===== src/rtl/ps2_pkg.sv =====
// Shared constants for the PS/2 keyboard decoder: scan codes,
// decode FSM states and key indices.
package ps2_pkg;

  localparam logic [7:0] SC_E0     = 8'hE0;
  localparam logic [7:0] SC_F0     = 8'hF0;
  localparam logic [7:0] SC_EUP    = 8'h75;
  localparam logic [7:0] SC_EDOWN  = 8'h72;
  localparam logic [7:0] SC_ELEFT  = 8'h6B;
  localparam logic [7:0] SC_ERIGHT = 8'h74;
  localparam logic [7:0] SC_UP     = 8'h1D;
  localparam logic [7:0] SC_DOWN   = 8'h1B;
  localparam logic [7:0] SC_LEFT   = 8'h1C;
  localparam logic [7:0] SC_RIGHT  = 8'h23;
  localparam logic [7:0] SC_ENTER  = 8'h5A;

  localparam int KEY_UP    = 0;
  localparam int KEY_DOWN  = 1;
  localparam int KEY_LEFT  = 2;
  localparam int KEY_RIGHT = 3;
  localparam int KEY_ENTER = 4;
  localparam int NKEYS     = 5;

  typedef enum logic [1:0] {
    IDLE,
    EXT,
    BRK,
    EXT_BRK
  } dec_state_t;

  // One-hot key mask for a code seen after an optional E0 prefix.
  function automatic logic [NKEYS-1:0] key_mask(
    input logic       ext,
    input logic [7:0] c
  );
    logic [NKEYS-1:0] m;
    m = '0;
    unique case (1'b1)
      (ext && c == SC_EUP) || (!ext && c == SC_UP):
        m[KEY_UP] = 1'b1;
      (ext && c == SC_EDOWN) || (!ext && c == SC_DOWN):
        m[KEY_DOWN] = 1'b1;
      (ext && c == SC_ELEFT) || (!ext && c == SC_LEFT):
        m[KEY_LEFT] = 1'b1;
      (ext && c == SC_ERIGHT) || (!ext && c == SC_RIGHT):
        m[KEY_RIGHT] = 1'b1;
      (!ext && c == SC_ENTER):
        m[KEY_ENTER] = 1'b1;
      default: ;
    endcase
    return m;
  endfunction

endpackage


===== src/rtl/ps2_frame_rx.sv =====
// PS/2 bit-level receiver: sync, clock glitch filter, framing, timeout.
// Parity is checked only when PS2_PARITY_CHECK_EN is defined.
module ps2_frame_rx
  import ps2_pkg::*;
#(
  parameter int TIMEOUT_CYCLES = 2500,
  parameter int FILT_LEN       = 4
) (
  input  logic       clk,
  input  logic       rst,
  input  logic       ps2_clk,
  input  logic       ps2_data,
  output logic [7:0] code,
  output logic       code_valid,
  output logic       frame_err
);

  localparam int FW = $clog2(FILT_LEN + 1);
  localparam int TW = $clog2(TIMEOUT_CYCLES + 1);

  logic [1:0]    csync;
  logic [1:0]    dsync;
  logic          c_s;
  logic          d_s;
  logic          filt;
  logic [FW-1:0] fcnt;
  logic          fall;
  logic [3:0]    bcnt;
  logic [7:0]    shreg;
  logic [TW-1:0] tcnt;
  logic          parity_ok;

  assign c_s = csync[1];
  assign d_s = dsync[1];

  always_ff @(posedge clk or posedge rst) begin
    if (rst) begin
      csync <= '0;
      dsync <= '0;
    end else begin
      csync <= {csync[0], ps2_clk};
      dsync <= {dsync[0], ps2_data};
    end
  end

  // Filtered level flips after FILT_LEN consecutive differing samples.
  assign fall = filt && !c_s && (fcnt == FW'(FILT_LEN - 1));

  always_ff @(posedge clk or posedge rst) begin
    if (rst) begin
      filt <= 1'b0;
      fcnt <= '0;
    end else if (c_s == filt) begin
      fcnt <= '0;
    end else if (fcnt == FW'(FILT_LEN - 1)) begin
      filt <= c_s;
      fcnt <= '0;
    end else begin
      fcnt <= fcnt + 1'b1;
    end
  end

`ifdef PS2_PARITY_CHECK_EN
  logic par;

  always_ff @(posedge clk or posedge rst) begin
    if (rst) begin
      par <= 1'b0;
    end else if (fall && bcnt == 4'd9) begin
      par <= d_s;
    end
  end

  assign parity_ok = ^{shreg, par};
`else
  assign parity_ok = 1'b1;
`endif

  always_ff @(posedge clk or posedge rst) begin
    if (rst) begin
      bcnt       <= '0;
      shreg      <= '0;
      tcnt       <= '0;
      code       <= '0;
      code_valid <= 1'b0;
      frame_err  <= 1'b0;
    end else begin
      code_valid <= 1'b0;
      frame_err  <= 1'b0;
      if (fall) begin
        tcnt <= '0;
        case (bcnt)
          4'd0: if (!d_s) bcnt <= 4'd1;
          4'd10: begin
            bcnt <= '0;
            if (d_s && parity_ok) begin
              code       <= shreg;
              code_valid <= 1'b1;
            end else begin
              frame_err <= 1'b1;
            end
          end
          default: begin
            if (bcnt <= 4'd8) shreg <= {d_s, shreg[7:1]};
            bcnt <= bcnt + 4'd1;
          end
        endcase
      end else if (bcnt != 4'd0) begin
        if (tcnt == TW'(TIMEOUT_CYCLES - 1)) begin
          tcnt      <= '0;
          bcnt      <= '0;
          frame_err <= 1'b1;
        end else begin
          tcnt <= tcnt + 1'b1;
        end
      end else begin
        tcnt <= '0;
      end
    end
  end

endmodule


===== src/rtl/ps2_key_decoder.sv =====
// PS/2 keyboard to game-key decoder: E0/F0 prefix FSM, held-key
// suppression of typematic repeats. Optional PS2_PARITY_CHECK_EN.
module ps2_key_decoder
  import ps2_pkg::*;
#(
  parameter int TIMEOUT_CYCLES = 2500,
  parameter int FILT_LEN       = 4
) (
  input  logic       clk,
  input  logic       rst,
  input  logic       ps2_clk,
  input  logic       ps2_data,
  output logic       key_up,
  output logic       key_down,
  output logic       key_left,
  output logic       key_right,
  output logic       key_enter,
  output logic [7:0] code,
  output logic       code_valid,
  output logic       frame_err
);

  dec_state_t       state;
  dec_state_t       state_n;
  logic [NKEYS-1:0] held;
  logic [NKEYS-1:0] held_n;
  logic [NKEYS-1:0] pulse_n;
  logic [NKEYS-1:0] mk_idle;
  logic [NKEYS-1:0] mk_ext;

  ps2_frame_rx #(
    .TIMEOUT_CYCLES(TIMEOUT_CYCLES),
    .FILT_LEN      (FILT_LEN)
  ) u_rx (
    .clk       (clk),
    .rst       (rst),
    .ps2_clk   (ps2_clk),
    .ps2_data  (ps2_data),
    .code      (code),
    .code_valid(code_valid),
    .frame_err (frame_err)
  );

  assign mk_idle = key_mask(1'b0, code);
  assign mk_ext  = key_mask(1'b1, code);

  always_ff @(posedge clk or posedge rst) begin
    if (rst) begin
      state <= IDLE;
      held  <= '0;
    end else begin
      state <= state_n;
      held  <= held_n;
    end
  end

  always_comb begin
    state_n = state;
    held_n  = held;
    pulse_n = '0;
    if (frame_err) begin
      state_n = IDLE;
    end else if (code_valid) begin
      unique case (state)
        IDLE: begin
          if (code == SC_E0) begin
            state_n = EXT;
          end else if (code == SC_F0) begin
            state_n = BRK;
          end else begin
            pulse_n = mk_idle & ~held;
            held_n  = held | mk_idle;
            state_n = IDLE;
          end
        end
        EXT: begin
          if (code == SC_E0) begin
            state_n = EXT;
          end else if (code == SC_F0) begin
            state_n = EXT_BRK;
          end else begin
            pulse_n = mk_ext & ~held;
            held_n  = held | mk_ext;
            state_n = IDLE;
          end
        end
        BRK: begin
          held_n  = held & ~mk_idle;
          state_n = IDLE;
        end
        EXT_BRK: begin
          held_n  = held & ~mk_ext;
          state_n = IDLE;
        end
        default: state_n = IDLE;
      endcase
    end
  end

  always_ff @(posedge clk or posedge rst) begin
    if (rst) begin
      key_up    <= 1'b0;
      key_down  <= 1'b0;
      key_left  <= 1'b0;
      key_right <= 1'b0;
      key_enter <= 1'b0;
    end else begin
      key_up    <= pulse_n[KEY_UP];
      key_down  <= pulse_n[KEY_DOWN];
      key_left  <= pulse_n[KEY_LEFT];
      key_right <= pulse_n[KEY_RIGHT];
      key_enter <= pulse_n[KEY_ENTER];
    end
  end

endmodule


===== config.mk =====
export PLATFORM = sky130hd
export DESIGN_NAME = ps2_key_decoder
export DESIGN_NICKNAME = d
export VERILOG_FILES = /design/src/rtl/ps2_pkg.sv /design/src/rtl/ps2_frame_rx.sv /design/src/rtl/ps2_key_decoder.sv
export SDC_FILE = /design/constraint.sdc
export NUM_CORES = 1
export LEC_CHECK = 0
export ABC_AREA = 1
export CAP_MARGIN = 20
export CORE_MARGIN = 10
export CORE_UTILIZATION = 53
export CTS_CLUSTER_SIZE = 24
export DETAILED_ROUTE_END_ITERATION = 16
export PLACE_DENSITY = 0.76
export SYNTH_ARGS = -nofsm -noshare
export SYNTH_HDL_FRONTEND = slang
export SYNTH_SLANG_ARGS = --single-unit

===== constraint.sdc =====
create_clock -name clk -period 1.7 [get_ports clk]
set_input_delay 0.34 -clock clk [delete_from_list [all_inputs] [get_ports clk]]
set_output_delay 0.34 -clock clk [all_outputs]
set_load 0.02 [all_outputs]

Word level (Yosys, flattened, before mapping):

Index checks and enable logic that the tools add are counted.

* register bits: 54
* output and inout bits: 15
* word-level logic and storage cells: 118

* add/sub/neg operators: 3
* magnitude comparators: 1
* equality and inequality tests: 23
* muxes and demuxes: 46
* bitwise operators: 12
* reduce and logical (&&, ||, !) cells: 16

Operators with widths (count)
* 5-bit two-way mux: 10
* 8-bit by 7-bit equality test with 1-bit output (second input constant): 5
* 12-bit two-way mux: 3
* 8-bit by 5-bit equality test with 1-bit output (second input constant): 3
* 5-bit case mux with 4 select lines: 1
* 1-bit two-way mux: 17
* 8-bit equality test (second input constant): 2
* 4-bit two-way mux: 4
* 5-bit bitwise AND: 3
* 12-bit by 1-bit adder with 12-bit output (second input constant): 1
* 12-bit equality test (second input constant): 1
* 2-bit two-way mux: 6
* 5-bit inverter: 2
* 5-bit case mux with 2 select lines: 1
* 3-bit AND reduction: 3
* 8-bit by 6-bit equality test with 1-bit output (second input constant): 1
* 2-bit inequality test (second input constant): 4
* 4-bit case mux with 2 select lines: 1
* 3-bit two-way mux: 2
* 2-bit case mux with 3 select lines: 1
* 6-bit AND reduction: 1
* 2-bit nonzero test: 3
* 4-bit by 5-bit bitwise AND with 5-bit output: 1
* 4-bit inverter with 5-bit output: 1
* other kinds (19): 24

Logic depth before layout (Yosys ltp):

* word-level depth: 8
* mapped depth: 9
* mapped depth without buffers: 9

Cells and area by module:

Synthesis repeated with hierarchy kept, for this count alone.

* cell total of the unflattened synthesis: 374
* area total of the unflattened synthesis: 2879.0 sq um

By module, submodules not included
* ps2_frame_rx: times used 1, cells each 216, area an instance 1908.1 sq um
* ps2_key_decoder: times used 1, cells each 158, area an instance 970.9 sq um

Worst setup path before layout:

OpenSTA, ideal clock, no wires.

* path kind: reg-to-reg
* start point: register u_rx.bcnt[0]
* end point: register u_rx.shreg[7]
* arrival: 1.256 ns
* setup slack: 0.319 ns
* stages on the path, launching flop included: 9
* path through: dfrtp_1 -> inv_1 -> ha_1 -> nand3_2 -> nand2_1 -> nor2_4 -> nand2_2 -> nand2_1 -> o21ai_1

* word-level cells in the longest chain between the ends: 4
* elaborated cells on any way between the ends: 6
* those cells by class: order compare: 1; eq/ne: 1; bitwise: 1; reduce/logical: 3

Ends and longest elaborated chain
* from (decl): RTL line ps2_frame_rx.sv:28 `logic [3:0] bcnt;`
* from (signal assigned): RTL line ps2_frame_rx.sv:105 `bcnt <= bcnt + 4'd1;`
* parallel branches: the longest is 3 deep, another holds 4-bit <= comparator
* 3-bit AND reduction (no source line) (*)
* to (signal assigned): RTL line ps2_frame_rx.sv:104 `if (bcnt <= 4'd8) shreg <= {d_s, shreg[7:1]};`
* to (decl): RTL line ps2_frame_rx.sv:29 `logic [7:0] shreg;`

Every way passes the cells marked *.
A chain may end at the register's enable or synchronous reset.

Worst setup path in the final report:

* start point: register key_up
* end point: output key_up

RTL lines
* from (decl): RTL line ps2_key_decoder.sv:13 `output logic key_up,`
* from (signal assigned): RTL line ps2_key_decoder.sv:108 `key_up <= pulse_n[KEY_UP];`

No word-level cell between the ends.

==> summary.md <==
| Metric | Value |
|---|---|
| Cell area after layout | 3293 um2 |
| Synth Register Bits | 54 |
| CP Capture Type | output pin |
| Max_slew headroom | approximately 70% |
| H-tree level count | 2 |
| Vias in the first global route | roughly 2,400 |
| Post-Synth Simple-Gate Area | about 36% |
| Worst skew pair latency | approximately 0.3 ns |
| Slew at the pin closest to its max-slew limit | around 0.46 ns |
| Synthesis Warnings | 0 |
| Port buffer count | 18 |
| Largest net degree at the start of global routing | 31 |
| Endpoints failing setup | 0 |
| Total Power | approximately 2.2 mW |
| XOR/XNOR share of the synthesized area | approximately 1.5% |
| GPL Wtd Cong | around 0.91 |
| CP Class | reg2out |
| IO Count | 19 |
| Bufs on Longest Clock Path | 2 |
| CORE AREA | between 5000 and 6000 um2 |
| HPWL after detailed placement | 4406 um |
| CTS Buf Count | 5 |
| Largest family of logic cells by synthesized area | simple AND/OR/NAND/NOR gates |
| Starting Density | 55.54% |
| Share of layout cells above drive strength 1 | 13.18% |
| FF-to-FF path depth | 9 |
| FF-to-FF setup slack | ~0.14 ns |
| Leakage power total | 1.659 nW |
| Worst-path clk slew | 0.09 ns |
| RR Startpoint | u_rx.fcnt[0]$_DFF_PP0_ |
| Crit path cell chain | clkdlybuf4s50_1 |
| DR iter-0 viols | around 120 |
| DP Area | 3164 um2 |
| Synth Area in Compound Gates | under 10% |
| Vias | 2,371 |
| Ys flop type | dfrtp_1 |
| Core Util, Final | 63.67% |
| Status | complete, no violations |
| Die X | approximately 94 um |
| CTS root buf | clkbuf_8 |
| Max Cap Violations | 0 |
| Nets | approximately 400 |
| Global route overflow | 0 |
| Number of library cell types mapped by synthesis | 35 |
| Maximum VDD drop | ~0.47 mV |
| Crit-path max FO | 1 |
| Seq/Total Area, Yosys | 47.04% |
| # DRC | 0 |
| Slowest stage cell, crit path | clkdlybuf4s50_1 |
| Main area contributors after synthesis | dfrtp_1 (47%), nand2_1 (13%), nand3_1 (5.6%) |
| CP Launch Type | register |
| TritonCTS clock tree | yes |
| Average wire per standard cell | roughly 13 um |
| Row cnt | 26 |
| Syn nets | 366 |
| Min-Delay Path Class | in2async |
| Crit path DAT | roughly 1.2 ns |
| Die footprint | 8765 um2 |
| Synth cell count leaders | nand2_1 (98), dfrtp_1 (54), inv_1 (38) |
| Drt total wl | roughly 6000 um |
| DRT Pass-1 Iters | 4 |
| Gate count after technology mapping | 356 |
| Minimum clock period | 1.582 ns |
| Power Density | approximately 680 nW/um2 |
| Global-route wire length before repair | around 10,000 um |
| Vias/cell | approximately 5.2 |
| Average cell area after synthesis | 8.070 um2 |
| Worst EP required | around 1.4 ns |
| Async SR Flop Fraction | between 90% and 100% |
| WP buf/inv | 1 |
| Clock Sinks | 54 |
| Gr usage total | between 10% and 20% |
| Post-synthesis mux area share | 0% |
| Max stage delay on crit path | approximately 0.6 ns |
| Post-synth EDFFs | 0 |
| Hold Vio Cnt, Final | 0 |
| Final period util | about 93% |
| Max Slew Vio Count | 0 |
| N_diodes | 0 |
| Initial antenna violation count | 0 |
| Crit Reg-Reg Endpoint | u_rx.bcnt[0]$_DFFE_PP0P_ |
| Most frequent cell after synthesis | nand2_1 |
| Area grow syn2layout | 14.63% |
| ANT nets after route | 0 |
| Pre-CTS worst setup slack | roughly 0.11 ns |
| Die height | ~94 um |
| Synth Cell Area | 2873 um2 |
| Top cell type's share of synthesized area | 47.04% |
| Top cell type by total area after synthesis | dfrtp_1 |
| Family with the most delay on the worst path | buffers and inverters |
| Adder-cell share of the synthesized area | around 2.6% |
| Clk_skew | 0.003701 ns |
| Setup ws final | between 0.1 and 0.15 ns |
| F_max | 632.1 MHz |
-- through the flow --
stage	TNS, ns	instances	hold WS [ns]
finish	0	457	0.3123
global route	-0.01167	457	0.3331
CTS	0	454	0.3132
detailed placement	0	446	0.3402
global placement	0	446	0.3426
floorplan	0	356	0.3312
-- routing by layer --
metal | share of wire, % | GRT usage (%) | vias up
met5 | 0 | 0 | -
met4 | 1.6 | 4.304 | 0
met3 | 4.5 | 3.677 | 9
met2 | 46 | 22.68 | 45
met1 | 48 | 18.98 | 1108
li1 | - | - | 1209
-- report_power, final --
group | internal [mW] | switching [mW]
clock network | 0.338 | 0.418
registers | 1.32 | 0.0168
logic | 0.0518 | 0.0890
total | 1.71 | 0.523
-- how the worst max path moves through the flow --
stage | endpoint | slack (ns) | start | depth (start not counted)
2_1_floorplan | held[0]$_DFFE_PP0P_ | 0.05 | rst | 1
3_3_place_gp | u_rx.bcnt[0]$_DFFE_PP0P_ | 0.18 | u_rx.fcnt[0]$_DFF_PP0_ | 9
3_5_place_dp | u_rx.bcnt[0]$_DFFE_PP0P_ | 0.11 | u_rx.fcnt[0]$_DFF_PP0_ | 9
4_1_cts | code[2] | 0.01 | u_rx.code[2]$_DFFE_PP0P_ | 1
5_1_grt | u_rx.bcnt[0]$_DFFE_PP0P_ | -0.01 | u_rx.fcnt[0]$_DFF_PP0_ | 9
6_report | key_up | 0.12 | key_up$_DFF_PP0_ | 1
-- placed cells by master (no fill, tap or decap), drive strengths merged, types with 6 or more instances in the layout --
cell type	n
a21oi	8
nor2	42
nand3	38
nor3	13
nand4	10
o21ai	17
ha	6
dfrtp	54
clkbuf	7
clkdlybuf4s50	8
inv	44
nand2	104
buf	8
dlygate4sd2	6
-- cells by family (layout without fill, tap and decap cells) --
group / Yosys count / after routing
simple gates: 214 / 214
flops: 54 / 54
buf+inv: 48 / 79
compound gates: 29 / 29
fa+ha+maj: 6 / 6
xor+xnor: 5 / 5
-- state kept, by name, summed over array words and instances (netlist names), 2 cells and up --
register    flops
held            5
state           2
u_rx.code       8
u_rx.shreg      8
u_rx.tcnt      12
u_rx.bcnt       4
u_rx.csync      2
u_rx.dsync      2
u_rx.fcnt       3
-- layout make-up --
class,count,area (um2)
fill,450,1879
sequential,54,1351
multi-input combinational,254,1330
timing repair buffer,26,255.2
inverter,45,173.9
tap,70,87.58
clock buffer,7,86.33
clock inverter,1,8.758
-- what timing repair did --
action | 4_1_cts | 5_1_grt
pin swaps | 0 | 0
endpoints found under the setup margin | 6 | 11
setup buffers | 0 | 3
hold buffers | 0 | 0
gates resized for setup | 6 | 7
(Power assumes the default switching activity.)
